File: config.mk
export PLATFORM = sky130hd
export DESIGN_NAME = posit_to_fp_pipe
export DESIGN_NICKNAME = d
export VERILOG_FILES = /design/src/rtl/posit_fp_pkg.sv /design/src/rtl/posit_decode.sv /design/src/rtl/posit_to_fp_pipe.sv
export SDC_FILE = /design/constraint.sdc
export NUM_CORES = 1
export LEC_CHECK = 0
export ABC_AREA = 1
export ABC_CLOCK_PERIOD_IN_PS = 8400
export CORE_MARGIN = 4
export CORE_UTILIZATION = 40
export CTS_BUF_LIST = sky130_fd_sc_hd__clkbuf_16
export CTS_CLUSTER_SIZE = 40
export DETAILED_ROUTE_END_ITERATION = 12
export GPL_ROUTABILITY_DRIVEN = 0
export PLACE_DENSITY = 0.64
export SYNTH_ARGS = -nofsm -noshare
export SYNTH_HDL_FRONTEND = slang
export SYNTH_SLANG_ARGS = --single-unit
File: constraint.sdc
create_clock -name clk -period 8.4 [get_ports clk]
set_clock_uncertainty 0.05 [all_clocks]
set_input_delay 2.52 -clock clk [delete_from_list [all_inputs] [get_ports clk]]
set_output_delay 2.52 -clock clk [all_outputs]
set_load 0.02 [all_outputs]
File: src/rtl/posit_fp_pkg.sv
// Shared helpers for the posit-to-float datapath: a constant-safe clog2,
// the bit positions of the result flags, and builders for the special
// floating-point encodings.
package posit_fp_pkg;

  localparam int FLAG_W       = 5;
  localparam int FLAG_NAR     = 4;
  localparam int FLAG_ZERO    = 3;
  localparam int FLAG_OVF     = 2;
  localparam int FLAG_UNF     = 1;
  localparam int FLAG_INEXACT = 0;

  // Ceiling log2, usable in parameter and localparam expressions.
  function automatic int clog2(input int value);
    int r;
    r = 0;
    for (int v = value - 1; v > 0; v = v >> 1) begin
      r = r + 1;
    end
    return r;
  endfunction

  // Canonical quiet NaN for an n-bit float with fe exponent bits:
  // positive sign, all-ones exponent, only the top mantissa bit set.
  function automatic logic [63:0] fp_qnan(input int n, input int fe);
    logic [63:0] v;
    v = '0;
    for (int b = 0; b < fe; b++) begin
      v[n-2-b] = 1'b1;
    end
    v[n-fe-2] = 1'b1;
    return v;
  endfunction

  // Signed infinity: all-ones exponent, zero mantissa.
  function automatic logic [63:0] fp_inf(input int n, input int fe, input logic sign);
    logic [63:0] v;
    v = '0;
    for (int b = 0; b < fe; b++) begin
      v[n-2-b] = 1'b1;
    end
    v[n-1] = sign;
    return v;
  endfunction

endpackage

File: src/rtl/posit_decode.sv
// Combinational posit field decoder. Works on the magnitude body (sign
// already stripped) and returns the regime value k, the regime polarity,
// the exponent field and the fraction left-aligned with the hidden one
// implied above its MSB. Exponent bits cut off by a long regime read as 0.
module posit_decode import posit_fp_pkg::*; #(
  parameter int N  = 16,
  parameter int ES = 2,
  localparam int KW = clog2(N) + 1
) (
  input  logic [N-2:0]          i_body,
  output logic                  o_rsign,
  output logic signed [KW-1:0]  o_k,
  output logic [ES-1:0]         o_exp,
  output logic [N-2:0]          o_frac
);

  localparam int CW = clog2(N) + 1;

  logic [CW-1:0] w_run;
  logic          w_stop;
  logic [N-2:0]  w_rem;

  // Length of the run of bits equal to the leading regime bit.
  always_comb begin
    w_run  = '0;
    w_stop = 1'b0;
    for (int i = N - 2; i >= 0; i--) begin
      if (!w_stop && (i_body[i] == i_body[N-2])) begin
        w_run = w_run + CW'(1);
      end else begin
        w_stop = 1'b1;
      end
    end
  end

  assign o_rsign = i_body[N-2];
  assign o_k     = o_rsign ? $signed(w_run - CW'(1)) : $signed(CW'(0) - w_run);
  assign w_rem   = i_body << (w_run + CW'(1));
  assign o_exp   = w_rem[N-2 -: ES];
  assign o_frac  = w_rem << ES;

endmodule

File: src/rtl/posit_to_fp_pipe.sv
// Three-stage elastic pipeline converting an N-bit posit into an N-bit
// IEEE-style float with no subnormals. S1 decodes, S2 forms the biased
// exponent and splits the fraction into mantissa/guard/sticky, S3 rounds
// to nearest-even, range-checks and packs. Each stage may take new data
// whenever the stage after it is empty or emptying in the same cycle.
module posit_to_fp_pipe import posit_fp_pkg::*; #(
  parameter int N  = 16,
  parameter int ES = 2,
  parameter int FE = 5
) (
  input  logic              clk,
  input  logic              rst_n,
  input  logic [N-1:0]      in_posit,
  input  logic              in_valid,
  output logic              in_ready,
  output logic [N-1:0]      out_fp,
  output logic [FLAG_W-1:0] out_flags,
  output logic              out_valid,
  input  logic              out_ready
);

  localparam int FM   = N - FE - 1;
  localparam int BW   = N - 1;
  localparam int KW   = clog2(N) + 1;
  localparam int SW   = ((FE > ES + clog2(N)) ? FE : ES + clog2(N)) + 2;
  localparam logic signed [SW-1:0] BIAS_S    = SW'(2**(FE-1) - 1);
  localparam logic signed [SW-1:0] EXP_MAX_S = SW'(2**FE - 1);
  localparam logic signed [SW-1:0] ZERO_S    = '0;
  localparam logic [N-1:0] QNAN    = N'(fp_qnan(N, FE));
  localparam logic [N-1:0] POS_INF = N'(fp_inf(N, FE, 1'b0));
  localparam logic [N-1:0] NEG_INF = N'(fp_inf(N, FE, 1'b1));

  logic w_load1, w_load2, w_load3;
  logic r_v1, r_v2, r_v3;

  logic                 w_sign, w_zero, w_nar, w_rsign;
  logic [BW-1:0]        w_body;
  logic signed [KW-1:0] w_k;
  logic [ES-1:0]        w_exp;
  logic [BW-1:0]        w_frac;

  logic                 r_s1_sign, r_s1_zero, r_s1_nar, r_s1_rsign;
  logic signed [KW-1:0] r_s1_k;
  logic [ES-1:0]        r_s1_exp;
  logic [BW-1:0]        r_s1_frac;

  logic signed [SW-1:0] w_scale, w_biased;

  logic                 r_s2_sign, r_s2_zero, r_s2_nar, r_s2_guard, r_s2_sticky;
  logic signed [SW-1:0] r_s2_exp;
  logic [FM-1:0]        r_s2_mant;

  logic                 w_rup, w_inexact;
  logic [FM:0]          w_mant_r;
  logic signed [SW-1:0] w_exp_r;
  logic [N-1:0]         w_fp;
  logic [FLAG_W-1:0]    w_flags;

  logic [N-1:0]         r_s3_fp;
  logic [FLAG_W-1:0]    r_s3_flags;

  // A stage loads when it is empty or its contents move on this cycle.
  assign w_load3  = ~r_v3 | out_ready;
  assign w_load2  = ~r_v2 | w_load3;
  assign w_load1  = ~r_v1 | w_load2;
  assign in_ready = w_load1;

  assign w_sign = in_posit[N-1];
  assign w_body = w_sign ? (~in_posit[N-2:0] + BW'(1)) : in_posit[N-2:0];
  assign w_zero = (in_posit == '0);
  assign w_nar  = (in_posit == {1'b1, {(N-1){1'b0}}});

  posit_decode #(.N(N), .ES(ES)) u_decode (
    .i_body  (w_body),
    .o_rsign (w_rsign),
    .o_k     (w_k),
    .o_exp   (w_exp),
    .o_frac  (w_frac)
  );

  // S1: capture sign, special-case detection and decoded posit fields.
  always_ff @(posedge clk or negedge rst_n) begin
    if (!rst_n) begin
      r_v1       <= 1'b0;
      r_s1_sign  <= 1'b0;
      r_s1_zero  <= 1'b0;
      r_s1_nar   <= 1'b0;
      r_s1_rsign <= 1'b0;
      r_s1_k     <= '0;
      r_s1_exp   <= '0;
      r_s1_frac  <= '0;
    end else if (w_load1) begin
      r_v1 <= in_valid;
      if (in_valid) begin
        r_s1_sign  <= w_sign;
        r_s1_zero  <= w_zero;
        r_s1_nar   <= w_nar;
        r_s1_rsign <= w_rsign;
        r_s1_k     <= w_k;
        r_s1_exp   <= w_exp;
        r_s1_frac  <= w_frac;
      end
    end
  end

  // Scale k*2^ES + e is exactly k with e appended; the regime polarity
  // supplies the sign extension into the wider exponent arithmetic.
  assign w_scale  = {{(SW-KW-ES){~r_s1_rsign}}, r_s1_k, r_s1_exp};
  assign w_biased = w_scale + BIAS_S;

  // S2: biased exponent plus mantissa, guard bit and sticky OR of the rest.
  always_ff @(posedge clk or negedge rst_n) begin
    if (!rst_n) begin
      r_v2        <= 1'b0;
      r_s2_sign   <= 1'b0;
      r_s2_zero   <= 1'b0;
      r_s2_nar    <= 1'b0;
      r_s2_exp    <= '0;
      r_s2_mant   <= '0;
      r_s2_guard  <= 1'b0;
      r_s2_sticky <= 1'b0;
    end else if (w_load2) begin
      r_v2 <= r_v1;
      if (r_v1) begin
        r_s2_sign   <= r_s1_sign;
        r_s2_zero   <= r_s1_zero;
        r_s2_nar    <= r_s1_nar;
        r_s2_exp    <= w_biased;
        r_s2_mant   <= r_s1_frac[BW-1 -: FM];
        r_s2_guard  <= r_s1_frac[BW-1-FM];
        r_s2_sticky <= |r_s1_frac[BW-2-FM:0];
      end
    end
  end

  assign w_rup     = r_s2_guard & (r_s2_sticky | r_s2_mant[0]);
  assign w_mant_r  = {1'b0, r_s2_mant} + (FM+1)'(w_rup);
  assign w_exp_r   = r_s2_exp + $signed({{(SW-1){1'b0}}, w_mant_r[FM]});
  assign w_inexact = r_s2_guard | r_s2_sticky;

  // Round-to-nearest-even result with special values and range clamping.
  always_comb begin
    w_fp                  = {r_s2_sign, w_exp_r[FE-1:0], w_mant_r[FM-1:0]};
    w_flags               = '0;
    w_flags[FLAG_INEXACT] = w_inexact;
    if (r_s2_nar) begin
      w_fp              = QNAN;
      w_flags           = '0;
      w_flags[FLAG_NAR] = 1'b1;
    end else if (r_s2_zero) begin
      w_fp               = '0;
      w_flags            = '0;
      w_flags[FLAG_ZERO] = 1'b1;
    end else if (w_exp_r >= EXP_MAX_S) begin
      w_fp                  = r_s2_sign ? NEG_INF : POS_INF;
      w_flags               = '0;
      w_flags[FLAG_OVF]     = 1'b1;
      w_flags[FLAG_INEXACT] = 1'b1;
    end else if (w_exp_r <= ZERO_S) begin
      w_fp                  = {r_s2_sign, {(N-1){1'b0}}};
      w_flags               = '0;
      w_flags[FLAG_UNF]     = 1'b1;
      w_flags[FLAG_INEXACT] = 1'b1;
    end
  end

  // S3: output register, held while the consumer stalls.
  always_ff @(posedge clk or negedge rst_n) begin
    if (!rst_n) begin
      r_v3       <= 1'b0;
      r_s3_fp    <= '0;
      r_s3_flags <= '0;
    end else if (w_load3) begin
      r_v3 <= r_v2;
      if (r_v2) begin
        r_s3_fp    <= w_fp;
        r_s3_flags <= w_flags;
      end
    end
  end

  assign out_fp    = r_s3_fp;
  assign out_flags = r_s3_flags;
  assign out_valid = r_v3;

endmodule

# After elaboration in Yosys (flattened, before gate mapping)
# Index checks and enable logic that the tools add are counted.
# Widths: inputs -> output; s select.
# totals
register_bits	71
inputBits	20
out_inout_bits	23
elab_cells	136
# classes
n_addsub	20
n_lt_le_gt_ge	2
eq_ne	15
shifts	1
n_mux	38
bitwise_logic	11
reduce_logical	30
# ops
op	count
$mux 5	15
$add 5x1->5 const B	14
$mux 16	4
$mux 15	2
$eq 16x16->1 const B	1
$logic_not 16->1	1
$add 15x1->15 const B	1
$not 15->15	1
$shl 15x5->15	1
$eq 1x1->1	14
$logic_and 1x1->1	13
$mux 1	13
$logic_not 1->1	12
$add 10x1->11	1
$add 8x2->8	1
$add 8x5->8 const B	1
$ge 8x6->1 const B	1
$le 8x1->1 const B	1
$reduce_and 2->1	3
$or 1x1->1	5
$sub 1x5->5 const A	1
$sub 5x1->5 const B	1
$mux 2	2
$mux 4	1
other kinds (4)	7

# Longest topological paths before layout
# Gate-level depths: netlist of run 1.
# depth
word_depth	44
ltp_mapped	55
ltp_nobuf	54

# Cells and area by module
# Synthesis of run 1 repeated with hierarchy kept, for this count alone.
# hier_totals
cells_unflattened	922
area_unflattened_um2	6140.9
# by_module_without_submodules
mod	instances	cells_each	area_each_um2	seq_area_each_um2
posit_to_fp_pipe	1	472	3764.9	1826.8
posit_decode	1	450	2376.0	0.0

# Worst setup path before layout of run 1
# OpenSTA, ideal clock, no wires.
# synth_timing
kind	input-to-reg
startpoint	in in_posit[0]
endpoint	reg r_s1_exp[0]
setup_time_ns	0.116
arrival_ns	8.641
required_ns	8.234
slack_ns	-0.407
path_stages	54
path_buffers	2
cell_sequence	inv_2 -> ha_1 -> nand2_1 -> nor2_4 -> nand2_1 -> nand2_1 -> nand3_2 -> nand2_4 -> buf_12 -> nand2_4 -> nand2_4 -> nand3_4 -> inv_1 -> nand2_1 -> o211ai_1 -> ha_1 -> nand3b_1 -> and2_1 -> [... 18 more ...] -> nand3_1 -> o21ai_0 -> inv_1 -> ha_1 -> nand2_1 -> nand2_1 -> inv_1 -> nand2_1 -> ha_1 -> inv_1 -> clkbuf_1 -> nand2_1 -> o21ai_0 -> nand3_1 -> nand3_1 -> nand2_1 -> nand2_1 -> nand2_1
# synth_between
elab_chain_cells	44
word_cells_on_any_way	84
classes_between	15 x add/sub; 14 x eq/ne; 1 x shift; 28 x mux; 1 x bitwise; 25 x reduce/logical
# synth_lines
element	line_no	text
start, declared	posit_to_fp_pipe.sv:13	input logic [N-1:0] in_posit,
$not 15->15	posit_to_fp_pipe.sv:69	assign w_body = w_sign ? (~in_posit[N-2:0] + BW'(1)) : in_posit[N-2:0];
$add 15x1->15	posit_to_fp_pipe.sv:69	
$mux 15 (*)	posit_to_fp_pipe.sv:69	
branches (longest 40 deep; another with $add 5x1->5)	n/a	
$shl 15x5->15 (*)	posit_decode.sv:38	assign w_rem = i_body << (w_run + CW'(1));
end signal, assigned	posit_to_fp_pipe.sv:100	r_s1_exp <= w_exp;
end, declared	posit_to_fp_pipe.sv:44	logic [ES-1:0] r_s1_exp;
# Mark *: on every way between the ends.
# A chain may end at the register's enable or synchronous reset.

# Worst setup path after layout of run 1
# layout_timing
startpoint	in in_posit[0]
endpoint	reg r_s1_frac[12]
# layout_between
elab_chain_cells	44
word_cells_on_any_way	84
classes_between	15 x add/sub; 14 x eq/ne; 1 x shift; 28 x mux; 1 x bitwise; 25 x reduce/logical
# layout_lines
element	line_no	text
$not 15->15	posit_to_fp_pipe.sv:69	
$add 15x1->15	posit_to_fp_pipe.sv:69	
$mux 15 (*)	posit_to_fp_pipe.sv:69	
branches (longest 40 deep; another with $add 5x1->5)	n/a	
$shl 15x5->15 (*)	posit_decode.sv:38	
end signal, assigned	posit_to_fp_pipe.sv:101	r_s1_frac <= w_frac;
end, declared	posit_to_fp_pipe.sv:45	logic [BW-1:0] r_s1_frac;
# Marks and branches as above.

==> summary.txt, run 1 <==
Outcome
  • Failing checks: setup timing
  • Outcome: finished with violations

Floorplan
  • Core area: roughly 0.014 sq mm
  • Die height: about 130 microns
  • Die ar.: 0.0164 sq mm
  • # rows: 43
  • Initial Util: between 40% and 50%
  • # IOs: 43
  • Die Width: about 130 microns

Worst setup path
  • Crit path DAT: 8.62 ns
  • CP required: 8.57 ns
  • Kind of end point of the critical path: flop
  • Reg2Reg Capture Point: out_fp[5]
  • Startpoint Class: primary input
  • CP max stage delay: about 0.3 ns
  • Slowest-stage cell, CP: ha_1
  • Worst Reg-to-Reg Cells: 17
  • R2R setup slack: between 4 and 5 ns
  • Worst-path maximum fanout: 8
  • Crit path kind: primary input to flop
  • Most frequent CP cell: nand2_1
  • Worst r2r src: r_s2_sticky

GRT
  • GR Overflow Total: 0
  • Largest net degree at the start of global routing: 72
  • Total Routing Usage GR: 17.6%
  • Vias in the first global route: 5501
  • Antenna violations before repair: 0
  • First-pass GRT wire length: 24.2 mm

Route
  • Initial DRC count: 272
  • Vias: 5737
  • WL final: ~15 mm
  • DR DRC count: 0
  • Vias/cell: 4.83
  • WL per Instance: 12.4 microns
  • Pre-antenna DRT Iters: 5
  • Routed Antenna Nets: 0

Yosys
  • Seq cells post-synth: 71
  • Seq/Total Area, Yosys: around 31%
  • Post-Syn Nets: a little under 900
  • Synth Instances: 851
  • Mean Syn Cell Area: 6.79 sq um
  • Synthesized cell area: ~0.0058 sq mm
  • Netlist cell types: 46
  • Yosys warns: 0

Timing
  • Max-slew violations: 0
  • Slew at the pin with the worst max-slew slack: 0.862 ns
  • # setup viols final: 2
  • Min Tclk post-route: 8.45 ns
  • RSZ-0062 raised after global routing: true
  • Post-route clock period utilization: 101%
  • Slew HR: between 40% and 50%
  • PnR worst setup slack: -0.0528 ns
  • Max Freq: 118 MHz
  • Final hold vios: 0

Placement
  • DP Area: 0.00689 sq mm
  • PortBufs: between 40 and 50
  • HPWL Detailed: 10.5 mm
  • Place WS: -0.922 ns

Cells and area
  • Diode count: 0
  • Finished Cell Area: 0.00797 sq mm
  • Commonest non-fill, non-tap cells in the layout: nand2_1 (255), buf_4 (113), inv_1 (83)
  • Ratio of cells with drive above 1 in the final layout: 32.1%
  • Area Growth Syn to Fin: 37.9%
  • Commonest non-fill, non-tap cell in the layout: nand2_1
  • Layout Nets: between 1000 and 1500

Clock tree
  • Clk pin slew, worst setup/hold paths: 0.05 ns
  • Root Buffer: clkbuf_16
  • Max H-tree Level: 3
  • Clk buf depth: 2
  • Clk sinks: 71
  • Clock Latency Late Sink: 0.33 ns
  • Hold Buf Count CTS: 0
  • TritonCTS clock tree: yes
  • CTS Buf Count: 9

Pwr
  • Worst vdd ir: between 0.1 and 0.15 mV
  • Pleak: 4.06 nW
  • PD cells: between 200 and 250 mW/mm^2

Hold path
  • HP Class: flop to flop
  • Hold EP: r_s2_mant[4]
  • HP Start: r_s1_frac[9]
  • WHS Path Cells: 2

Job
  • Max Cap Viol: 0
==> worst max-delay path, delay by kind of cell <==
kind                       cells  cell delay [ns]
and+or+nand+nor               28             2.47
adders and majority gates      9             2.28
buffers and inverters         13             0.97
AOI/OAI and AO/OA              4             0.35
==> report_power, final <==
| part | internal (mW) | switching, mW | total (mW) |
|---|---|---|---|
| combinational | 0.374 | 0.505 | 0.879 |
| sequential | 0.474 | 0.0913 | 0.566 |
| clock | 0.191 | 0.128 | 0.319 |
==> cell usage after synthesis, drive strengths merged <==
library cell / n / area share, %
o21a: 2 / 0.26
a21boi: 4 / 0.52
o21bai: 1 / 0.13
o211ai: 4 / 0.52
dfrtp: 71 / 31
o22ai: 2 / 0.22
a22o: 1 / 0.15
nor3: 2 / 0.17
a31oi: 5 / 0.54
nor4: 2 / 0.22
clkbuf: 11 / 0.71
ha: 19 / 4.1
o31ai: 4 / 0.52
buf: 10 / 1.6
nand4: 13 / 1.5
nand3b: 7 / 0.91
xnor2: 5 / 0.76
mux2i: 2 / 0.35
o311ai: 2 / 0.30
clkinv: 2 / 0.15
nand3: 72 / 8.0
nor2: 50 / 4.4
inv: 112 / 7.3
a21oi: 14 / 1.3
and2: 1 / 0.11
o41ai: 4 / 0.61
xor2: 18 / 2.7
or2: 6 / 0.65
nand2: 333 / 24
o21ai: 72 / 6.2
==> final cells by class <==
cell class	instances	area, sq um
clock buffer	9	225
clock inverter	6	22.5
fill	1345	6020
inverter	114	457
multi-input combinational	645	3910
sequential	71	1780
tap	180	225
timing repair buffer	162	1340
timing repair inverter	1	8.76
==> worst max path at each step <==
stage | from | to
after CTS | in_posit[0] | r_s1_frac[12]
after global placement | in_posit[2] | r_s1_frac[12]
after detailed placement | in_posit[0] | r_s1_frac[12]
after floorplan | in_posit[0] | r_s1_frac[11]
final | in_posit[0] | r_s1_frac[12]
after global routing | in_posit[4] | r_s1_frac[12]
==> metal layers <==
metal	up-vias	part of all wire, %	GRT usage (%)
li1	3032	-	-
met1	2580	43	21.2
met2	100	51	32.2
met3	25	3.1	2.04
met4	0	2.5	5.74
met5	-	0	0
==> state kept, by name (all words and copies together) (netlist names), 2 cells and up <==
name and cells:
out_flags 5, out_fp 16, r_s1_exp 2, r_s1_frac 13
r_s1_k 5, r_s2_exp 8, r_s2_mant 10
==> logic make-up after synthesis <==
logic type | Yosys count | share of synthesized area, %
AO/OA/AOI/OAI | 115 | 11.3
XOR/XNOR | 23 | 3.49
adder cells (fa/ha/maj) | 19 | 4.12
buffers and inverters | 135 | 9.75
flip-flops | 71 | 30.8
multiplexers | 2 | 0.347
AND/OR/NAND/NOR | 486 | 40.3
==> stage by stage <==
step	hold slack, ns	util (%)	TNS, ns	power (mW)	instances
after global placement	0.402	49.2	-12.58	1.31	1127
after CTS	0.418	53.6	0	1.68	1177
after detailed placement	0.407	49.2	-15.34	1.33	1127
final	0.421	56.9	-0.0562	1.76	1188
after global routing	0.449	56.9	-5.86	1.91	1188
after floorplan	0.392	-	0	1.07	851
==> timing repair <==
action	4_1_cts	5_1_grt
setup endpoints to repair	19	19
pin swaps	49	71
resized for setup	77	124
setup buffers	35	10
gates cloned	0	1
Note: power is estimated with default switching activity, not from simulation.
==> run 2, diff against run 1 <==
--- a/config.mk
+++ b/config.mk
@@ -8,12 +8,13 @@
 export ABC_AREA = 1
 export ABC_CLOCK_PERIOD_IN_PS = 8400
 export CORE_MARGIN = 4
-export CORE_UTILIZATION = 40
+export CORE_UTILIZATION = 60
 export CTS_BUF_LIST = sky130_fd_sc_hd__clkbuf_16
 export CTS_CLUSTER_SIZE = 40
 export DETAILED_ROUTE_END_ITERATION = 12
 export GPL_ROUTABILITY_DRIVEN = 0
-export PLACE_DENSITY = 0.64
+export HOLD_SLACK_MARGIN = 0.15
+export PLACE_DENSITY = 0.87
 export SYNTH_ARGS = -nofsm -noshare
 export SYNTH_HDL_FRONTEND = slang
 export SYNTH_SLANG_ARGS = --single-unit
==> run 2 against run 1 <==
The flow still finishes with violations (setup timing). Maximum frequency is 2.3% lower. Die area is 31% lower. Register-to-register slack worse by 0.36 ns. Highest routed layer unchanged.
==> summary.txt, run 2 (synthesis results as in run 1) <==
Floorplan
  • # rows: 35
  • Die height: 106 microns
  • # IOs: 43
  • Die ar.: 0.0113 sq mm
  • Initial Util: 61.9%
  • Die Width: 106 microns
  • Core area: between 0.009 and 0.01 sq mm

Worst setup path
  • Worst-path maximum fanout: 7
  • Family with the most delay on the worst path: simple AND/OR/NAND/NOR gates
  • Slowest-stage cell, CP: ha_4
  • Most frequent CP cell: ha_4
  • Startpoint Class: primary input
  • CP required: approximately 8.6 ns
  • CP Buf/Inv Count: 12
  • Crit path DAT: 8.82 ns
  • Crit path kind: primary input to flop
  • CP max stage delay: ~0.36 ns
  • Kind of end point of the critical path: flop

Timing
  • PnR worst setup slack: -0.252 ns
  • Max Freq: approximately 120 MHz
  • Setup TNS: -2.63 ns
  • Slew HR: 43.4%
  • # setup viols final: 19
  • Min Tclk post-route: ~8.7 ns
  • RSZ-0062 raised after global routing: true
  • Post-route clock period utilization: 103%
  • Slew at the pin with the worst max-slew slack: 0.849 ns
  • Max-slew violations: 0
  • Final hold vios: 0
  • Hold_ws: between 0.4 and 0.5 ns

Cells and area
  • Commonest non-fill, non-tap cell in the layout: nand2_1
  • Final Non-Filler Cells: between 1000 and 1500
  • Commonest non-fill, non-tap cells in the layout: nand2_1 (256), buf_4 (84), inv_1 (82)
  • Max FFs per register: 16
  • Fin util: around 83%
  • Finished Cell Area: 0.00772 sq mm
  • Ratio of cells with drive above 1 in the final layout: 30.5%
  • Area Growth Syn to Fin: 33.7%
  • Layout Nets: slightly above 1000
  • Diode count: 0

Clock tree
  • CTS Buf Count: 9
  • Clk pin slew, worst setup/hold paths: 0.06 ns
  • Clk sinks: roughly 70
  • Max H-tree Level: 3
  • Clock Latency Late Sink: 0.33 ns
  • Clk buf depth: 2
  • TritonCTS clock tree: yes
  • Root Buffer: clkbuf_16

Hold path
  • HP Class: flop to flop

GRT
  • Vias in the first global route: around 5800
  • Largest net degree at the start of global routing: 72
  • First-pass GRT wire length: between 20 and 25 mm
  • Antenna violations before repair: 0
  • GR Overflow Total: 0
  • Total Routing Usage GR: a little over a quarter

Placement
  • HPWL Detailed: between 10 and 15 mm
  • Cell Count Post-Placement: 1066
  • DP Area: 0.00675 sq mm
  • Place WS: -0.948 ns
  • PortBufs: 42

Route
  • Initial DRC count: 391
  • WL per Instance: 15.2 microns
  • Pre-antenna DRT Iters: 5
  • DR DRC count: 0
  • Vias/cell: approximately 5.6
  • WL final: approximately 17 mm
  • Routed Antenna Nets: 0
  • Vias: 6259

Pwr
  • Pleak: 3.89 nW
  • Tot Pwr: 1.86 mW
  • PD cells: 241 mW/mm^2
  • Worst vdd ir: 0.157 mV

Outcome
  • Outcome: finished with violations
  • Failing checks: setup timing

Job
  • Max Cap Viol: 0
-- run 2: cell types whose count changed in the layout (fill, tap and decap cells not counted), sizes merged, moves of 2 or more --
| cell | change |
|---|---|
| inv | -3 |
| clkinvlp | +4 |
| buf | -26 |
| clkdlybuf4s15 | +2 |
-- run 2: path summary, 6_finish.rpt --
check                              from  slack (ns)  depth (start not counted)            end
max in group asynchronous         rst_n        5.41                          2     out_fp[13]
min in group asynchronous         rst_n        2.33                          2     out_fp[14]
max reg2reg                 r_s2_sticky        4.34                         17      out_fp[6]
min                        r_s1_frac[5]        0.42                          2   r_s2_mant[0]
max                         in_posit[0]       -0.25                         52  r_s1_frac[14]
min reg2reg                r_s1_frac[5]        0.42                          2   r_s2_mant[0]
-- run 2: routing by layer --
| metal | part of all wire (%) | global-route usage, % | up-vias |
|---|---|---|---|
| li1 | - | - | 2987 |
| met1 | 36 | 28.7 | 2900 |
| met2 | 54 | 49.3 | 283 |
| met3 | 4.7 | 2.85 | 89 |
| met4 | 5.2 | 13.5 | 0 |
| met5 | 0 | 0 | - |
-- run 2: tightest hold or removal path, stage by stage (launching register included) --
cell and delay, ns:
dfrtp_1 0.34, nand2_1 0.05, nand2_1 0.04
-- run 2: layout make-up --
class                           instances  area (sq um)
Fill cell                             573          1600
Multi-Input combinational cell        645          3870
Inverter                              114           459
Clock buffer                            9           225
Sequential cell                        71          1780
Timing Repair Buffer                  136          1150
Tap cell                              129           161
Timing Repair inverter                  1          8.76
Clock inverter                          7          72.6
-- run 2: timing repair --
item / CTS / global route
pin swaps: 40 / 72
resized for setup: 62 / 128
endpoints found under the setup margin: 19 / 19
buffers inserted: 18 / 12
hold buffers: 0 / 0
cloned: 0 / 1
hold endpoints to repair: 0 / 0
-- run 2: report_power, final --
group	switching (mW)	internal, mW	leakage, nW
sequential	0.0978	0.474	0.896
clock	0.141	0.229	0.132
combinational	0.545	0.377	2.86
total	0.784	1.08	3.89
==> run 3, diff against run 2 <==
--- a/config.mk
+++ b/config.mk
@@ -6,15 +6,15 @@
 export NUM_CORES = 1
 export LEC_CHECK = 0
 export ABC_AREA = 1
-export ABC_CLOCK_PERIOD_IN_PS = 8400
+export ABC_CLOCK_PERIOD_IN_PS = 10200
 export CORE_MARGIN = 4
-export CORE_UTILIZATION = 60
+export CORE_UTILIZATION = 65
 export CTS_BUF_LIST = sky130_fd_sc_hd__clkbuf_16
 export CTS_CLUSTER_SIZE = 40
 export DETAILED_ROUTE_END_ITERATION = 12
 export GPL_ROUTABILITY_DRIVEN = 0
 export HOLD_SLACK_MARGIN = 0.15
-export PLACE_DENSITY = 0.87
+export PLACE_DENSITY = 0.93
 export SYNTH_ARGS = -nofsm -noshare
 export SYNTH_HDL_FRONTEND = slang
 export SYNTH_SLANG_ARGS = --single-unit
==> constraint.sdc (replaced) <==
create_clock -name clk -period 10.2 [get_ports clk]
set_clock_uncertainty 0.05 [all_clocks]
set_input_delay 3.06 -clock clk [delete_from_list [all_inputs] [get_ports clk]]
set_output_delay 3.06 -clock clk [all_outputs]
set_load 0.02 [all_outputs]
==> run 3 against run 2 <==
The flow now finishes without violations. Register-to-register slack better by 2.0 ns. Global-route usage down 0.28 points. Non-clock buffer count down 79. Design area down 13%. Critical path depth unchanged. Sequential share of layout area up 3.5 points. Count of clock-buffer cells in the layout unchanged. Combinational power down 32%. Largest cell class unchanged.
==> summary.txt, run 3 (synthesis results as in run 1) <==
Outcome
  • Outcome: completed

Timing
  • Slew HR: between 40% and 50%
  • # setup viols final: 0
  • PnR worst setup slack: 0.428 ns
  • Max Freq: approximately 100 MHz
  • Final hold vios: 0
  • Hold_ws: 0.423 ns
  • Min Tclk post-route: approximately 9.8 ns
  • Max-slew violations: 0
  • Post-route clock period utilization: 95.8%
  • Setup TNS: 0 ns
  • Slew at the pin with the worst max-slew slack: between 0.8 and 0.9 ns

Worst setup path
  • CP Buf/Inv Count: 11
  • CP max stage delay: approximately 0.44 ns
  • Crit path DAT: 9.98 ns
  • Kind of end point of the critical path: flop
  • Startpoint Class: primary input
  • Family with the most delay on the worst path: simple AND/OR/NAND/NOR gates
  • Worst-path maximum fanout: 13
  • Most frequent CP cell: nand2_1
  • CP required: 10.41 ns
  • Crit path kind: primary input to flop
  • Slowest-stage cell, CP: clkdlybuf4s50_1

Placement
  • Cell Count Post-Placement: 987
  • Place WS: -0.175 ns
  • HPWL Detailed: approximately 9.1 mm
  • PortBufs: 42

Route
  • Pre-antenna DRT Iters: 6
  • DR DRC count: 0
  • Vias: 5608
  • Initial DRC count: 300
  • WL per Instance: 13.1 microns
  • Routed Antenna Nets: 0
  • Vias/cell: 5.54
  • WL final: 13.3 mm

Cells and area
  • Area Growth Syn to Fin: 16.2%
  • Commonest non-fill, non-tap cells in the layout: nand2_1 (289), inv_1 (93), dfrtp_1 (71)
  • Commonest non-fill, non-tap cell in the layout: nand2_1
  • Multi-input logic area: about 0.0035 sq mm
  • Ratio of cells with drive above 1 in the final layout: 15.5%
  • Final Non-Filler Cells: 1012
  • Filler instances: 656
  • Register Area: 0.00178 sq mm
  • Layout Nets: around 940
  • Max FFs per register: 16
  • Diode count: 0

Pwr
  • Clk network pwr share: about 23%
  • Pleak: 3.45 nW
  • Flop pwr share: 33.1%
  • Net Switching: 0.576 mW
  • Worst vdd ir: approximately 0.12 mV
  • Int Pwr: 0.847 mW
  • PD cells: 212 mW/mm^2
  • Combinational power share: 44.1%
  • Switching share of power: 40.5%

Clock tree
  • TritonCTS clock tree: yes
  • Root Buffer: clkbuf_16
  • Clk pin slew, worst setup/hold paths: roughly 0.05 ns
  • CTS Buf Count: 9
  • Clk buf depth: 2
  • Max H-tree Level: 3
  • Clk sinks: 71
  • Clock Latency Late Sink: 0.33 ns

GRT
  • First-pass GRT wire length: between 20 and 25 mm
  • Vias in the first global route: 5135
  • Largest net degree at the start of global routing: 72
  • Total Routing Usage GR: 25.9%
  • Antenna violations before repair: 0
  • GR Overflow Total: 0

Floorplan
  • # IOs: 43
  • Die ar.: roughly 0.010 sq mm
  • Die Width: approximately 100 microns
  • # rows: 34
  • Initial Util: 66.6%
  • Die height: about 100 microns
  • Core area: just under 0.009 sq mm

Hold path
  • HP Class: flop to flop

Job
  • Max Cap Viol: 0
## run 3: changes by cell type in the layout (fill, tap and decap cells not counted), sizes merged
cell	previous run	this run
buf	99	16
clkdlybuf4s50	25	39
clkdlybuf4s15	8	0
clkbuf	12	9
clkinv	4	6
inv	113	111
bufinv	1	2
clkinvlp	4	3
dlymetal6s2s	1	2
## run 3: what timing repair did
action / in CTS / in global routing
setup buffers: 0 / 8
resized for setup: 0 / 36
endpoints found under the setup margin: 0 / 18
hold buffers: 0 / 0
## run 3: area by class of cell
cell class	instances	share of cell area, %
multi-input cells	645	52.3
flip-flops and latches	71	26.5
repair buffers	57	8.05
inverters	114	6.45
clock buffers	9	3.35
well taps	108	2.01
clock inverters	7	1.30
repair inverters	1	0.112
## run 3: power by group through the flow
stage                     Combinational, mW  Sequential (mW)  Clock (mW)
after floorplan                       0.374            0.500           0
after global placement                0.567            0.463           0
after detailed placement              0.579            0.470           0
after CTS                             0.595            0.470       0.328
after global routing                  0.706            0.484       0.339
final                                 0.628            0.470       0.325
## run 3: final timing paths
path	depth (start not counted)	slack, ns	startpoint	end
setup / recovery	52	0.43	in_posit[1]	r_s1_frac[14]
setup reg to reg	17	6.32	r_s2_mant[0]	out_fp[5]
min in group asynchronous	2	2.86	rst_n	out_flags[3]
hold reg to reg	2	0.42	r_s1_frac[7]	r_s2_mant[2]
hold / removal	2	0.42	r_s1_frac[7]	r_s2_mant[2]
max in group asynchronous	2	6.67	rst_n	r_s2_mant[7]
## run 3: worst min-delay path, delay by kind of cell, from the launching register on
kind          cells  cell delay (ns)
flops             1             0.34
simple gates      2             0.09
## run 3: routing by layer
layer  GRT usage, %  vias up  part of all wire, %
met5              0        -                    0
met4           12.3        0                  3.4
met3           2.87       40                  5.0
met2           46.3      208                   50
met1           31.0     2525                   42
li1               -     2835                    -
## run 3: through the flow
stage	util, %	total power, mW	cell area [sq um]
2_1_floorplan	-	0.874	5780
3_3_place_gp	72.0	1.03	6250
3_5_place_dp	72.0	1.05	6250
4_1_cts	75.6	1.39	6560
5_1_grt	77.4	1.53	6720
6_report	77.4	1.42	6720
